--- config.mk ---
export PLATFORM = sky130hd
export DESIGN_NAME = j1_wb_cpu
export DESIGN_NICKNAME = d
export VERILOG_FILES = /design/src/rtl/j1_wb_cpu.sv
export SDC_FILE = /design/constraint.sdc
export NUM_CORES = 1
export LEC_CHECK = 0
export BUFFER_PORTS_ARGS = -buffer_cell sky130_fd_sc_hd__buf_2
export CELL_PAD_IN_SITES_DETAIL_PLACEMENT = 1
export CELL_PAD_IN_SITES_GLOBAL_PLACEMENT = 2
export CORE_UTILIZATION = 48
export CTS_CLUSTER_DIAMETER = 50
export DETAILED_ROUTE_END_ITERATION = 10
export PLACE_DENSITY = 0.82
export SYNTH_ARGS = -nofsm -noshare
export SYNTH_HDL_FRONTEND = slang
export SYNTH_SLANG_ARGS = --single-unit
--- constraint.sdc ---
create_clock -name sys_clk_i -period 6.42 [get_ports sys_clk_i]
set_clock_uncertainty 0.1 [all_clocks]
set_input_delay 0.642 -clock sys_clk_i [delete_from_list [all_inputs] [get_ports sys_clk_i]]
set_output_delay 0.642 -clock sys_clk_i [all_outputs]
set_load 0.05 [all_outputs]
--- src/rtl/j1_wb_cpu.sv ---
// J1 16-bit Forth stack CPU with Wishbone classic code (wbc) and data (wbd) master ports.
// Optional build macro J1_WB_UNSIGNED_LT_EN turns ALU op F into an unsigned N<T compare.
module j1_wb_cpu #(
  parameter int DSTACK_DEPTH = 32,
  parameter int RSTACK_DEPTH = 32
) (
  input  logic        sys_clk_i,
  input  logic        sys_rst_i,
  output logic [15:0] wbc_adr_o,
  input  logic [15:0] wbc_dat_i,
  output logic [15:0] wbc_dat_o,
  output logic        wbc_we_o,
  output logic [1:0]  wbc_sel_o,
  output logic        wbc_cyc_o,
  output logic        wbc_stb_o,
  input  logic        wbc_ack_i,
  output logic [15:0] wbd_adr_o,
  input  logic [15:0] wbd_dat_i,
  output logic [15:0] wbd_dat_o,
  output logic        wbd_we_o,
  output logic [1:0]  wbd_sel_o,
  output logic        wbd_cyc_o,
  output logic        wbd_stb_o,
  input  logic        wbd_ack_i
);

  localparam int DW = $clog2(DSTACK_DEPTH);
  localparam int RW = $clog2(RSTACK_DEPTH);

  typedef enum logic [1:0] {S_FETCH, S_EXEC, S_DATA} state_t;

  state_t      r_state;
  state_t      w_state_next;
  logic [15:0] r_insn;
  logic [12:0] r_pc;
  logic [15:0] r_t;
  logic [DW-1:0] r_dsp;
  logic [RW-1:0] r_rsp;
  logic [15:0] r_dstack [0:DSTACK_DEPTH-1];
  logic [15:0] r_rstack [0:RSTACK_DEPTH-1];

  logic [15:0] w_n;
  logic [15:0] w_r;
  logic [12:0] w_pc_inc;
  logic [15:0] w_alu;
  logic        w_is_alu;
  logic        w_mem_rd;
  logic        w_mem_wr;
  logic        w_mem;
  logic        w_commit;
  logic [12:0] w_pc_next;
  logic [15:0] w_t_next;
  logic [DW-1:0] w_dsp_next;
  logic [RW-1:0] w_rsp_next;
  logic        w_dwe;
  logic [15:0] w_dwdata;
  logic        w_rwe;
  logic [15:0] w_rwdata;

  assign w_n      = r_dstack[r_dsp];
  assign w_r      = r_rstack[r_rsp];
  assign w_pc_inc = r_pc + 13'd1;
  assign w_is_alu = (r_insn[15:13] == 3'b011);
  assign w_mem_rd = w_is_alu && (r_insn[11:8] == 4'hC);
  assign w_mem_wr = w_is_alu && r_insn[5];
  assign w_mem    = w_mem_rd || w_mem_wr;

  // A data access defers every architectural update until the slave acks.
  assign w_commit = ((r_state == S_EXEC) && !w_mem) ||
                    ((r_state == S_DATA) && wbd_ack_i);

  always_ff @(posedge sys_clk_i or posedge sys_rst_i) begin
    if (sys_rst_i) begin
      r_state <= S_FETCH;
    end else begin
      r_state <= w_state_next;
    end
  end

  always_comb begin
    w_state_next = r_state;
    case (r_state)
      S_FETCH: if (wbc_ack_i) w_state_next = S_EXEC;
      S_EXEC:  w_state_next = w_mem ? S_DATA : S_FETCH;
      S_DATA:  if (wbd_ack_i) w_state_next = S_FETCH;
      default: w_state_next = S_FETCH;
    endcase
  end

  always_comb begin
    w_alu = r_t;
    case (r_insn[11:8])
      4'h0: w_alu = r_t;
      4'h1: w_alu = w_n;
      4'h2: w_alu = r_t + w_n;
      4'h3: w_alu = r_t & w_n;
      4'h4: w_alu = r_t | w_n;
      4'h5: w_alu = r_t ^ w_n;
      4'h6: w_alu = ~r_t;
      4'h7: w_alu = (w_n == r_t) ? 16'hFFFF : 16'h0000;
      4'h8: w_alu = ($signed(w_n) < $signed(r_t)) ? 16'hFFFF : 16'h0000;
      4'h9: w_alu = w_n >> r_t[3:0];
      4'hA: w_alu = r_t - 16'd1;
      4'hB: w_alu = w_r;
      4'hC: w_alu = r_t;
      4'hD: w_alu = w_n << r_t[3:0];
      4'hE: w_alu = 16'({r_dsp, r_rsp});
`ifdef J1_WB_UNSIGNED_LT_EN
      4'hF: w_alu = (w_n < r_t) ? 16'hFFFF : 16'h0000;
`else
      4'hF: w_alu = ($signed(w_n) < $signed(r_t)) ? 16'hFFFF : 16'h0000;
`endif
      default: w_alu = r_t;
    endcase
  end

  always_comb begin
    w_pc_next  = w_pc_inc;
    w_t_next   = r_t;
    w_dsp_next = r_dsp;
    w_rsp_next = r_rsp;
    w_dwe      = 1'b0;
    w_dwdata   = r_t;
    w_rwe      = 1'b0;
    w_rwdata   = r_t;
    if (r_insn[15]) begin
      w_t_next   = {1'b0, r_insn[14:0]};
      w_dsp_next = r_dsp + DW'(1);
      w_dwe      = 1'b1;
    end else begin
      case (r_insn[14:13])
        2'b00: w_pc_next = r_insn[12:0];
        2'b01: begin
          w_t_next   = w_n;
          w_dsp_next = r_dsp - DW'(1);
          if (r_t == 16'h0000) w_pc_next = r_insn[12:0];
        end
        2'b10: begin
          w_rsp_next = r_rsp + RW'(1);
          w_rwe      = 1'b1;
          w_rwdata   = {3'b000, w_pc_inc};
          w_pc_next  = r_insn[12:0];
        end
        default: begin
          // Store-and-fetch together performs only the write; T then takes N.
          if (w_mem_wr && w_mem_rd) w_t_next = w_n;
          else if (w_mem_rd)       w_t_next = wbd_dat_i;
          else                     w_t_next = w_alu;
          w_dsp_next = r_dsp + {{(DW-2){r_insn[1]}}, r_insn[1:0]};
          w_rsp_next = r_rsp + {{(RW-2){r_insn[3]}}, r_insn[3:2]};
          w_dwe      = r_insn[7];
          w_rwe      = r_insn[6];
          if (r_insn[12]) w_pc_next = w_r[12:0];
        end
      endcase
    end
  end

  always_ff @(posedge sys_clk_i or posedge sys_rst_i) begin
    if (sys_rst_i) begin
      r_insn <= 16'h0000;
      r_pc   <= 13'd0;
      r_t    <= 16'h0000;
      r_dsp  <= '0;
      r_rsp  <= '0;
    end else begin
      if ((r_state == S_FETCH) && wbc_ack_i) r_insn <= wbc_dat_i;
      if (w_commit) begin
        r_pc  <= w_pc_next;
        r_t   <= w_t_next;
        r_dsp <= w_dsp_next;
        r_rsp <= w_rsp_next;
      end
    end
  end

  always_ff @(posedge sys_clk_i) begin
    if (w_commit && w_dwe) r_dstack[w_dsp_next] <= w_dwdata;
    if (w_commit && w_rwe) r_rstack[w_rsp_next] <= w_rwdata;
  end

  // Strobes are gated by reset so an in-flight cycle drops the instant reset rises.
  assign wbc_cyc_o = (r_state == S_FETCH) && !sys_rst_i;
  assign wbc_stb_o = wbc_cyc_o;
  assign wbc_adr_o = {2'b00, r_pc, 1'b0};
  assign wbc_dat_o = 16'h0000;
  assign wbc_we_o  = 1'b0;
  assign wbc_sel_o = 2'b11;

  assign wbd_cyc_o = (r_state == S_DATA) && !sys_rst_i;
  assign wbd_stb_o = wbd_cyc_o;
  assign wbd_adr_o = wbd_cyc_o ? r_t : 16'h0000;
  assign wbd_we_o  = wbd_cyc_o && w_mem_wr;
  assign wbd_dat_o = wbd_we_o ? w_n : 16'h0000;
  assign wbd_sel_o = 2'b11;

endmodule

* After elaboration in Yosys (flattened, before gate mapping)
Memories as Yosys holds them, arrays and structs flattened.
Cells that the tools add are included.
** Word-level totals
- Register bits :: 57
- Bits in writable memories :: 1024
- Input port bits :: 36
- Memories :: 2
- Word-level logic and storage cells :: 105
- Output and inout port bits :: 74
** Memory list
- r_dstack :: words 32, bits a word 16, read ports 1, clocked after memory_dff 0, write ports 1, RTL line 39 : logic [15:0] r_dstack [0:DSTACK_DEPTH-1];
- r_rstack :: words 32, bits a word 16, read ports 1, clocked after memory_dff 0, write ports 1, RTL line 40 : logic [15:0] r_rstack [0:RSTACK_DEPTH-1];
** Operators by class
- Muxes and demuxes :: 31
- $lt $le $gt $ge :: 1
- Equality and inequality tests :: 25
- Reduce and logical (&&, ||, !) cells :: 26
- Bitwise operators :: 4
- Shift operators :: 2
- Add/sub/neg operators :: 8
** Operator list (number)
- one-hot mux 16 bit (13 select lines) :: 1
- 2-to-1 mux 16 bit :: 9
- 2-to-1 mux 13 bit :: 3
- equality test 4 bit, second input constant :: 8
- one-hot mux 16 bit (2 select lines) :: 1
- one-hot mux 13 bit (2 select lines) :: 1
- one-hot mux 5 bit (2 select lines) :: 2
- adder 16 bit :: 1
- bitwise AND 16 bit :: 1
- equality test 16 bit :: 1
- equality test 4 x 3 -> 1 bit, second input constant :: 4
- zero test 16 bit :: 1
- less-than comparator 16 bit :: 1
- NOT 16 bit :: 1
- bitwise OR 16 bit :: 1
- << shifter 16 x 4 -> 16 bit :: 1
- >> shifter 16 x 4 -> 16 bit :: 1
- subtractor 16 x 1 -> 16 bit, second input constant :: 1
- bitwise XOR 16 bit :: 1
- adder 13 x 1 -> 13 bit, second input constant :: 1
- logical AND 1 bit :: 11
- adder 5 x 1 -> 5 bit, second input constant :: 2
- adder 5 bit :: 2
- 2-to-1 mux 5 bit :: 2
- other kinds (21) :: 39

* Depth between registers and ports, before layout
- Depth after elaboration :: 9
- Depth in mapped cells :: 23
- Gate-level depth less buffers :: 20

* Least setup slack after synthesis
Ideal clock, no wire load.
- Kind :: register to register
- Start point :: register r_dsp[2]
- End point :: register r_t[14]
- Path buffers :: 3
- Data arrival time :: 4.718 ns
- Period minus slack after synthesis :: 4.948 ns
- Stages on the path, launching flop included :: 22
- Setup slack :: 1.472 ns
- Cell sequence :: dfrtp_1 -> buf_2 -> buf_2 -> buf_1 -> mux4_2 -> a22oi_1 -> nand2_1 -> nor3_2 -> ha_1 -> inv_1 -> xnor2_1 -> nand2_1 -> ha_1 -> a21o_1 -> a21oi_1 -> o21ai_0 -> a31oi_1 -> o311ai_0 -> o211ai_1 -> xor2_1 -> o221ai_1 -> o41a_1
** On the way
- Longest elaborated chain between the ends :: 8
- Elaborated cells between the ends (all ways) :: 16
- Those cells by class :: 1 x add/sub; 1 x order compare; 1 x eq/ne; 2 x shift; 7 x mux; 3 x bitwise; 1 x memory
** RTL lines
- start, declared :: RTL line 37 : logic [DW-1:0] r_dsp;
- start signal, assigned :: RTL line 171 : r_dsp <= w_dsp_next;
- memory read (32 x 16 bit) *
- less-than comparator 16 bit or equality test 16 bit (tied branches) :: RTL line 101, 111, 100
- 2-to-1 mux 16 bit, on equally long branches :: RTL line 101, 111, 100
- one-hot mux 16 bit (13 select lines) :: RTL line 92 : case (r_insn[11:8])
- 2-to-1 mux 16 bit :: RTL line 147 : else if (w_mem_rd) w_t_next = wbd_dat_i;
- 2-to-1 mux 16 bit :: RTL line 146 : if (w_mem_wr && w_mem_rd) w_t_next = w_n;
- one-hot mux 16 bit (2 select lines) * :: RTL line 131 : case (r_insn[14:13])
- 2-to-1 mux 16 bit * :: RTL line 126 : if (r_insn[15]) begin
- end signal, assigned :: RTL line 170 : r_t <= w_t_next;
- end, declared :: RTL line 36 : logic [15:0] r_t;
Mark *: on every way between the ends. The rest lies on a longest branch, timed or not.
A chain may end at the register's enable or synchronous reset.

* Worst setup path after layout
Ends and elaborated chain as after synthesis.

==> results_dict.tcl <==
set metrics [dict create \
    layout_common_cells "edfxtp_1 (1024), mux4_2 (231), mux2i_1 (173)" \
    critPathBufInv 3 \
    ir_drop_uv 378 \
    path_clk_slew_ps 60 \
    max_slew_margin_pct 7.58 \
    num_antenna_cells 0 \
    hold_violations 0 \
    powerDensity_nw_per_um2 541 \
    power_leakage_nw 18.3 \
    setup_viol 0 \
    post_cts_resized 0 \
    core.rowCount 115 \
    synth_compound_area_share_pct 6.64 \
    grt_pass1_vias 30100 \
    htree_num_levels 3 \
    synth_edf_count 1024 \
    via_per_inst 6.53 \
    grt_start_max_net_pins 78 \
    hold_path.class "in -> reg" \
    synth_seq_cells 1081 \
    post_cts_buffers 0 \
    gp_congestion 1.01 \
    fin_nets 3203 \
    antenna_left 0 \
    ys_warn_count 0 \
    final_common_cell "edfxtp_1" \
    initial_core_util_pct 48.5 \
    rsz0062_at_grt "false" \
    vias 29200 \
    maxSlewViolCount 0 \
    layout_min_cycle_time_ps 6070 \
    final_layout_size_suffix_gt1_share_pct 23.3 \
    yosysSeqAreaShare_pct 67.4 \
    synth-xor-area-share_pct 0.771 \
    io_buffers 85 \
    cts_buffers 114 \
    postCtsHoldBufs 0 \
    synth_mux_area_share_pct 15.0 \
    end_kind "flip-flop" \
    die_h_microns 317 \
    antenna_found_initial 2 \
    dp_hpwl_microns 99200 \
    synth_top_family_by_area "multiplexers" \
    clock_latency_ps 710 \
    cp_slowest_cell "dfrtp_4" \
    grt_pass1_wl_microns 219000 \
    yosys.area_share.simple_pct 5.58 \
    wirelength_microns 153000 \
    critPathMaxFanout 46 \
    outcome "finished clean" \
    critPathArrivalTime_ps 6550 \
    finalNonFillerCells 4467 \
    setup-tns-final_ps 0 \
    crit_path_start_kind "flip-flop" \
    max_freq_ghz 0.165 \
    crit_family "compound AO/OA/AOI/OAI gates" \
    crit_path_cell_trace "buf_4 -> nand3_1 -> o211ai_1 -> o21ai_0 -> mux2i_1 -> buf_4 -> ha_1 -> inv_1 -> xnor2_1 -> nand2_1 -> ha_1 -> a21o_1 -> a21oi_1 -> o21ai_0 -> a31oi_1 -> o311ai_0 -> o211ai_1 -> xor2_1 -> o221ai_1 -> o41a_1" \
    cts_sinks 1081 \
    core_sq_um 98400 \
    worstPathRequired_ps 6900 \
    avgSynthCellArea_sq_um 16.5 \
    synthesis.area_sq_um 47700 \
    synth.distinct_cells 75 \
    cpPeakStageDelay_ps 970 \
    ioPinCount 110 \
    synth-async-reset-ratio_pct 5.27 \
    post-place-cells 4257 \
    tightestPinTransition_ps 1380 \
    clock_path_buffers 3 \
    die-area_sq_um 101000 \
    clock_tree.root_cell "clkbuf_16" \
    synth_ff_type "edfxtp_1" \
    period_share_pct 94.5 \
    avgRoutedWirePerCell_microns 34.3 \
    grt_remaining_overflow 0 \
    synthAdderAreaFrac_pct 2.17 \
    drc 0 \
    postSynthCellCount 2900 \
    die_x_microns 317 \
    cts_tree "done" \
    grt.total_usage_pct 30.7 \
    cap_violations 0 \
    critPathKind "reg -> reg" \
    first_iter_violations 3207 \
    firstDrtPassIters 6 \
    syn_to_final_growth_pct 13.3 \
]
-- cells in the mapped netlist (14+ instances only) --
cell / instances / area (sq um)
a22oi_1: 63 / 473
xor2_1: 19 / 166
nor2b_1: 19 / 119
inv_1: 44 / 165
nand3_1: 42 / 210
mux4_2: 231 / 5200
a221oi_1: 21 / 184
a21oi_1: 79 / 395
nand2_1: 149 / 559
o221ai_1: 15 / 131
clkbuf_1: 99 / 372
ha_1: 78 / 976
mux2i_1: 173 / 1730
nand2b_1: 17 / 106
a211oi_1: 15 / 113
o21a_1: 14 / 105
nand4_1: 14 / 87.6
xnor2_1: 23 / 201
mux2_2: 22 / 248
buf_2: 39 / 195
nor2_1: 188 / 706
o211ai_1: 22 / 165
edfxtp_1: 1024 / 30700
a22o_1: 55 / 482
o21ai_0: 73 / 365
dfrtp_1: 57 / 1430
buf_4: 31 / 233
buf_1: 26 / 97.6
nor3_1: 61 / 305
-- flip-flops by register name, summed over array words and instances, names as in the netlist --
register / cells
r_rsp: 5
r_state: 2
r_rstack: 512
r_insn: 16
r_dstack: 512
r_dsp: 5
r_t: 16
r_pc: 13
-- cell families (layout without fill, tap and decap cells) --
group,count (synthesis),in the layout
XOR/XNOR,42,42
flip-flops,1081,1081
buffers and inverters,251,509
multiplexers,426,426
AO/OA/AOI/OAI,452,452
adder cells (fa/ha/maj),81,81
other,2,24
AND/OR/NAND/NOR,565,565
-- power breakdown --
| part | total, mW | switching, mW | leakage (nW) | internal (mW) |
|---|---|---|---|---|
| Combinational | 13.3 | 8.75 | 6.42 | 4.51 |
| Sequential | 9.52 | 0.598 | 10.0 | 8.92 |
| Clock | 6.49 | 2.81 | 1.80 | 3.68 |
| Total | 29.3 | 12.2 | 18.3 | 17.1 |
-- metal layers --
layer | up-vias | wire, microns | GRT usage, %
met5 | - | 13 | 0
met1 | 15300 | 62700 | 43.5
met2 | 1559 | 72100 | 48.1
met3 | 313 | 12400 | 4.77
li1 | 11900 | - | -
met4 | 2 | 6080 | 11.7
-- through the flow --
| stage | instance area (sq um) | util (%) | worst slack, ps | hold WS (ps) | total power [mW] |
|---|---|---|---|---|---|
| after global placement | 50300 | 51.1 | 578 | 431 | 22.3 |
| after floorplan | 47800 | - | 1470 | 393 | 17.1 |
| after global routing | 54100 | 54.9 | 13.9 | 49.1 | 30.1 |
| after CTS | 54100 | 54.9 | 477 | 16.1 | 29.1 |
| final | 54100 | 54.9 | 351 | 64.9 | 29.3 |
| after detailed placement | 50300 | 51.1 | 553 | 434 | 22.5 |
-- worst reg2reg max path, cell delays in order, from the launching register on --
cell      delay [ps]
dfrtp_4          970
buf_4            600
nand3_1          140
o211ai_1         150
o21ai_0          140
mux2i_1          220
buf_4            310
ha_1             330
inv_1            140
xnor2_1          180
nand2_1           80
ha_1             370
a21o_1           200
a21oi_1          230
o21ai_0          210
a31oi_1          460
o311ai_0         230
o211ai_1         150
xor2_1           250
o221ai_1         140
o41a_1           330
-- area by class of cell --
cell class                 instances  area (sq um)
inverter                          53           199
timing repair buffer             246          1700
clock inverter                    76           723
clock buffer                     134          2990
fill                            9162         44400
multi-input combinational       1590         14600
sequential                      1081         32200
tap                             1287          1610
-- final timing paths --
check	start	to	slack, ps	depth (start not counted)
setup / recovery	r_dsp[2]	r_t[14]	350	20
hold / removal	wbd_ack_i	r_state[1]	60	2
setup reg to reg	r_dsp[2]	r_t[14]	350	20
hold reg to reg	r_pc[12]	r_pc[12]	470	1
max in group asynchronous	sys_rst_i	r_dsp[0]	5060	3
min in group asynchronous	sys_rst_i	r_state[0]	110	2
Note: power is estimated with default switching activity, not from simulation.
